### src/rtl/rf_write_arbiter_if.sv
// Bundle of signals between the two writeback requesters and the
// register-file write arbiter. The master side is the requesters and
// the register file; the slave side is the arbiter itself.
interface rf_write_arbiter_if;
  logic        req0_valid;
  logic        req0_ready;
  logic [4:0]  req0_addr;
  logic [31:0] req0_data;
  logic        req1_valid;
  logic        req1_ready;
  logic [4:0]  req1_addr;
  logic [31:0] req1_data;
  logic        RegWrite;
  logic [4:0]  Write_register;
  logic [31:0] Write_data;
  logic [31:0] pending_mask;
  logic [15:0] contention_cnt;

  modport master (
    output req0_valid, req0_addr, req0_data,
    output req1_valid, req1_addr, req1_data,
    input  req0_ready, req1_ready,
    input  RegWrite, Write_register, Write_data,
    input  pending_mask, contention_cnt
  );

  modport slave (
    input  req0_valid, req0_addr, req0_data,
    input  req1_valid, req1_addr, req1_data,
    output req0_ready, req1_ready,
    output RegWrite, Write_register, Write_data,
    output pending_mask, contention_cnt
  );
endinterface

### src/rtl/rf_write_arbiter.sv
// Two-requester write arbiter for a single register-file write port.
// Each requester owns a one-entry buffer. One buffer is granted per cycle:
// same-register conflicts go to the older entry so writes land in order,
// otherwise a round-robin pointer alternates between requesters.
module rf_write_arbiter (
  input  logic               clk,
  input  logic               reset,
  rf_write_arbiter_if.slave  bus
);

  logic        buf_valid_reg [2];
  logic [4:0]  buf_addr_reg  [2];
  logic [31:0] buf_data_reg  [2];
  logic        older1_reg;          // 1: buffer 1 holds the older entry
  logic        rr_ptr_reg;          // requester preferred on a non-conflicting tie
  logic [15:0] contention_cnt_reg;

  logic        req_valid [2];
  logic [4:0]  req_addr  [2];
  logic [31:0] req_data  [2];
  logic        grant     [2];
  logic        ready     [2];
  logic        both_valid;
  logic        same_addr;
  logic [31:0] mask_bits;

  assign req_valid[0] = bus.req0_valid;
  assign req_valid[1] = bus.req1_valid;
  assign req_addr[0]  = bus.req0_addr;
  assign req_addr[1]  = bus.req1_addr;
  assign req_data[0]  = bus.req0_data;
  assign req_data[1]  = bus.req1_data;

  assign both_valid = buf_valid_reg[0] & buf_valid_reg[1];
  assign same_addr  = (buf_addr_reg[0] == buf_addr_reg[1]);

  // Pick the single buffer that drives the write port this cycle.
  always_comb begin
    grant[0] = 1'b0;
    grant[1] = 1'b0;
    if (both_valid) begin
      grant[1] = same_addr ? older1_reg : rr_ptr_reg;
      grant[0] = ~grant[1];
    end else begin
      grant[0] = buf_valid_reg[0];
      grant[1] = buf_valid_reg[1];
    end
  end

  // A buffer can accept when empty or when it is being drained this cycle.
  assign ready[0]       = ~buf_valid_reg[0] | grant[0];
  assign ready[1]       = ~buf_valid_reg[1] | grant[1];
  assign bus.req0_ready = ready[0];
  assign bus.req1_ready = ready[1];

  // Drive the register-file write port from the granted buffer; register 0 is never written.
  always_comb begin
    bus.RegWrite       = 1'b0;
    bus.Write_register = 5'd0;
    bus.Write_data     = 32'd0;
    if (grant[0]) begin
      bus.RegWrite       = (buf_addr_reg[0] != 5'd0);
      bus.Write_register = buf_addr_reg[0];
      bus.Write_data     = buf_data_reg[0];
    end else if (grant[1]) begin
      bus.RegWrite       = (buf_addr_reg[1] != 5'd0);
      bus.Write_register = buf_addr_reg[1];
      bus.Write_data     = buf_data_reg[1];
    end
  end

  // Pending-write mask: one bit per register with a buffered, uncommitted write.
  assign mask_bits[0] = 1'b0;
  generate
    for (genvar gi = 1; gi < 32; gi++) begin : g_mask
      assign mask_bits[gi] = (buf_valid_reg[0] & (buf_addr_reg[0] == gi[4:0])) |
                             (buf_valid_reg[1] & (buf_addr_reg[1] == gi[4:0]));
    end
  endgenerate
  assign bus.pending_mask   = mask_bits;
  assign bus.contention_cnt = contention_cnt_reg;

  // Buffer load/drain; a load in the same edge as a drain keeps the new entry.
  always_ff @(posedge clk or negedge reset) begin
    if (!reset) begin
      for (int i = 0; i < 2; i++) begin
        buf_valid_reg[i] <= 1'b0;
        buf_addr_reg[i]  <= 5'd0;
        buf_data_reg[i]  <= 32'd0;
      end
    end else begin
      for (int i = 0; i < 2; i++) begin
        if (req_valid[i] && ready[i]) begin
          buf_valid_reg[i] <= 1'b1;
          buf_addr_reg[i]  <= req_addr[i];
          buf_data_reg[i]  <= req_data[i];
        end else if (grant[i]) begin
          buf_valid_reg[i] <= 1'b0;
        end
      end
    end
  end

  // Arbitration history: age of the entries, round-robin pointer, contention counter.
  always_ff @(posedge clk or negedge reset) begin
    if (!reset) begin
      older1_reg         <= 1'b0;
      rr_ptr_reg         <= 1'b0;
      contention_cnt_reg <= 16'd0;
    end else begin
      if ((req_valid[0] && ready[0]) && (req_valid[1] && ready[1])) begin
        older1_reg <= 1'b0;
      end else if ((req_valid[0] && ready[0]) && buf_valid_reg[1] && !grant[1]) begin
        older1_reg <= 1'b1;
      end else if ((req_valid[1] && ready[1]) && buf_valid_reg[0] && !grant[0]) begin
        older1_reg <= 1'b0;
      end
      if (grant[0]) begin
        rr_ptr_reg <= 1'b1;
      end else if (grant[1]) begin
        rr_ptr_reg <= 1'b0;
      end
      if (both_valid && (contention_cnt_reg != 16'hFFFF)) begin
        contention_cnt_reg <= contention_cnt_reg + 16'd1;
      end
    end
  end

endmodule

### src/flat_wrapper.sv
// flat-port wrapper written by rule: the top's interface ports become plain ports
module rf_write_arbiter_flat 
  (clk, reset, bus_req0_valid, bus_req0_addr, bus_req0_data, bus_req1_valid, bus_req1_addr, bus_req1_data, bus_req0_ready, bus_req1_ready, bus_RegWrite, bus_Write_register, bus_Write_data, bus_pending_mask, bus_contention_cnt);
  rf_write_arbiter_if bus_i ();
  input  logic clk;
  input  logic reset;
  input wire logic [$bits(bus_i.req0_valid)-1:0] bus_req0_valid;
  input wire logic [$bits(bus_i.req0_addr)-1:0] bus_req0_addr;
  input wire logic [$bits(bus_i.req0_data)-1:0] bus_req0_data;
  input wire logic [$bits(bus_i.req1_valid)-1:0] bus_req1_valid;
  input wire logic [$bits(bus_i.req1_addr)-1:0] bus_req1_addr;
  input wire logic [$bits(bus_i.req1_data)-1:0] bus_req1_data;
  output wire logic [$bits(bus_i.req0_ready)-1:0] bus_req0_ready;
  output wire logic [$bits(bus_i.req1_ready)-1:0] bus_req1_ready;
  output wire logic [$bits(bus_i.RegWrite)-1:0] bus_RegWrite;
  output wire logic [$bits(bus_i.Write_register)-1:0] bus_Write_register;
  output wire logic [$bits(bus_i.Write_data)-1:0] bus_Write_data;
  output wire logic [$bits(bus_i.pending_mask)-1:0] bus_pending_mask;
  output wire logic [$bits(bus_i.contention_cnt)-1:0] bus_contention_cnt;
  assign bus_i.req0_valid = bus_req0_valid;
  assign bus_i.req0_addr = bus_req0_addr;
  assign bus_i.req0_data = bus_req0_data;
  assign bus_i.req1_valid = bus_req1_valid;
  assign bus_i.req1_addr = bus_req1_addr;
  assign bus_i.req1_data = bus_req1_data;
  assign bus_req0_ready = bus_i.req0_ready;
  assign bus_req1_ready = bus_i.req1_ready;
  assign bus_RegWrite = bus_i.RegWrite;
  assign bus_Write_register = bus_i.Write_register;
  assign bus_Write_data = bus_i.Write_data;
  assign bus_pending_mask = bus_i.pending_mask;
  assign bus_contention_cnt = bus_i.contention_cnt;
  rf_write_arbiter u_core (.clk(clk), .reset(reset), .bus(bus_i));
endmodule
### config.mk
export PLATFORM = sky130hd
export DESIGN_NAME = rf_write_arbiter_flat
export DESIGN_NICKNAME = d
export VERILOG_FILES = /design/src/rtl/rf_write_arbiter_if.sv /design/src/rtl/rf_write_arbiter.sv /design/src/flat_wrapper.sv
export SDC_FILE = /design/constraint.sdc
export NUM_CORES = 1
export LEC_CHECK = 0
export ABC_CLOCK_PERIOD_IN_PS = 8200
export CAP_MARGIN = 10
export CORE_UTILIZATION = 35
export CTS_CLUSTER_DIAMETER = 150
export CTS_CLUSTER_SIZE = 30
export DETAILED_ROUTE_END_ITERATION = 7
export GPL_TIMING_DRIVEN = 0
export SLEW_MARGIN = 0
export SYNTH_ARGS = -nofsm -noshare
export SYNTH_HDL_FRONTEND = slang
export SYNTH_SLANG_ARGS = --single-unit
### constraint.sdc
create_clock -name clk -period 8.2 [get_ports clk]
set_input_delay 2.05 -clock clk [delete_from_list [all_inputs] [get_ports clk]]
set_output_delay 2.05 -clock clk [all_outputs]
set_load 0.1 [all_outputs]
==> metrics.txt <==
htree depth 3; initial antenna violation count 0; syn nets ~470; clock sinks 94; Iter 0 DRT Violations roughly 190; RSZ-0062 raised after global routing false; status complete, no violations; CP Class reg -> out; antenna fix cells 0; Die ar. about 0.014 mm2; sequential area share after synthesis 48.5%; Yosys warning total 0; Startpoint Class register; Req. time, crit path 6.15 ns; total grt overflow 0; first-pass GRT wire length 21.7 mm; die width 120 um; Clock Path Buffers 2; Synth Instances between 300 and 400; final WL 13.6 mm; fin crit period between 6 and 7 ns; reg2reg path depth 7; Worst R2R Start u_core.buf_addr_reg[6]$_DFFE_PN0N_; GPL Wtd Cong 0.808; FP Rows 42; Worst setup EP type output port; clock root buffer clkbuf_16; initial core utilization 36.3%; Peak Freq 0.164 GHz; Antenna Nets Post-Route 0; Mapped Avg Cell Area 12.3 um2; Tightest Hold Check Type reg -> reg; Hold Path Cell Cnt 1; hold_buf cts 0; clock latency on the worst-skew pair 0.35 ns; worst-margin pin slew 1.01 ns; WHS Endpoint u_core.buf_data_reg[26]$_DFFE_PN0P_; IO Pins 166; Max Slew Vio Count 0; Yosys cell types 47; CTS resizes 0; share of layout cells above drive strength 1 between 20% and 30%; flop2flop setup slack 5.62 ns; Slew headroom about a third; fill count 1198; Post-CTS Setup Bufs 0; setup TNS 0 ns; Clock Pin Slew Worst Setup and Hold Paths 0.06 ns; Main synth FF type dfrtp_1; min-delay src u_core.buf_data_reg[26]$_DFFE_PN0P_; Largest register FFs 64; port buffer count 164; FFs w/ async S/R, synth 100%; CTS tree built; mapped cell area 0.00485 mm2; DRC violations left 0; largest net degree at the start of global routing 55; final hold vios 0; total core area 0.0133 mm2; Inserted Clock Buffers 9; GRT Total Usage 19.6%; post-DP HPWL a little under 10 mm; via count 3864; Tcrit/Tclk final 74.4%; Worst EP arrival around 4.1 ns; # Max-Cap Violations 0; Max FO, Critical Path 10; reg2reg end u_core.buf_data_reg[2]$_DFFE_PN0P_; Post-synth EDFFs 0; nets between 600 and 700; flops & latches, synth 94; Initial DRT Pass Iterations 4; # setup viols final 0; area delta synth->final 44.6%; die height 120 um; Routed WL per cell 18.1 um; post-DR vias/cell slightly above 5; vias in the first global route 4011; Final Skew 0.00700 ns
## cell families after synthesis
| group | Yosys count | share of synthesized area (%) |
|---|---|---|
| buffers and inverters | 33 | 4.36 |
| DFF | 94 | 48.5 |
| and+or+nand+nor | 83 | 9.32 |
| xor gates and xnor gates | 14 | 2.53 |
| AOI/OAI and AO/OA | 89 | 14.3 |
| adders and majority gates | 1 | 0.258 |
| muxes | 79 | 20.6 |
| other | 1 | 0.0774 |
## worst max-delay path by stage
stage / startpoint / to / cells after the start
final: u_core.buf_addr_reg[6]$_DFFE_PN0N_ / bus_Write_data[26] / 8
after global routing: u_core.buf_addr_reg[6]$_DFFE_PN0N_ / bus_Write_data[28] / 8
after CTS: u_core.buf_addr_reg[6]$_DFFE_PN0N_ / bus_Write_data[26] / 8
after detailed placement: u_core.buf_addr_reg[6]$_DFFE_PN0N_ / bus_Write_data[26] / 8
after global placement: reset / u_core.bus.contention_cnt[10]$_DFFE_PN0P_ / 1
after floorplan: u_core.buf_addr_reg[5]$_DFFE_PN0N_ / bus_Write_data[25] / 8
## cells in the mapped netlist (5+ instances only)
| library cell | instances | area (um2) |
|---|---|---|
| dfrtp_1 | 94 | 2350 |
| mux2_2 | 46 | 518 |
| a22o_1 | 39 | 342 |
| o22ai_1 | 31 | 194 |
| mux2_4 | 30 | 450 |
| nand2_1 | 17 | 63.8 |
| nand3_1 | 11 | 55.1 |
| nor2_1 | 11 | 41.3 |
| clkbuf_1 | 9 | 33.8 |
| xnor2_1 | 9 | 78.8 |
| or3_1 | 8 | 50.1 |
| buf_2 | 7 | 35.0 |
| nand2b_1 | 7 | 43.8 |
| nand4_1 | 7 | 43.8 |
| inv_1 | 6 | 22.5 |
| a21oi_1 | 5 | 25.0 |
| buf_6 | 5 | 56.3 |
| xor2_1 | 5 | 43.8 |
## stage by stage
stage | cells | instance area (um2) | hold slack (ns) | util (%) | setup WS (ns)
6_report | 751 | 7010 | 0.507 | 52.5 | 2.10
3_3_place_gp | 734 | 6710 | 0.489 | 50.3 | 1.46
3_5_place_dp | 735 | 6730 | 0.493 | 50.4 | 2.44
2_1_floorplan | 394 | 4850 | 0.481 | - | 3.40
4_1_cts | 751 | 7010 | 0.511 | 52.5 | 2.04
5_1_grt | 751 | 7010 | 0.523 | 52.5 | 1.89
## metal layers
layer | vias to the layer above | wire, um | global-route usage (%)
met1 | 1897 | 6140 | 25.9
met5 | - | 0 | 0
met3 | 12 | 861 | 5.47
li1 | 1820 | - | -
met4 | 0 | 166 | 5.63
met2 | 135 | 6410 | 31.3
## layout make-up
cell class / count / area, um2 / share of cell area [%]
Multi-Input combinational cell: 267 / 2280 / 32.6
Timing Repair Buffer: 165 / 1670 / 23.8
Clock buffer: 10 / 239 / 3.41
Tap cell: 176 / 220 / 3.14
Buffer: 27 / 189 / 2.70
Clock inverter: 6 / 36.3 / 0.518
Inverter: 6 / 22.5 / 0.321
Sequential cell: 94 / 2350 / 33.6
## critical path, cell delays in order (launching register included)
cell	delay [ns]
dfrtp_1	0.48
nor2b_1	0.20
a2111oi_4	0.46
mux2i_1	0.30
o221a_2	0.24
buf_2	0.27
buf_1	0.41
a22o_1	0.21
clkdlybuf4s50_1	1.13
## cells in the final DEF, fill, tap and decap left out, types with 4 or more instances in the layout
master / n
nand2_1: 17
or3_1: 8
clkbuf_1: 9
xor2_1: 5
buf_6: 5
a22o_1: 39
a21oi_1: 5
nand3_1: 11
nand4_1: 7
dfrtp_1: 94
buf_2: 7
clkbuf_16: 9
mux2_2: 46
clkinv_2: 4
mux2_4: 30
nand2b_1: 7
clkdlybuf4s50_1: 163
o22ai_1: 31
xnor2_1: 9
nor2_1: 11
inv_1: 6
Power is left out: the tool's default activity adds up to more than one toggle a clock period on the data nets, which glitch-free logic cannot reach.
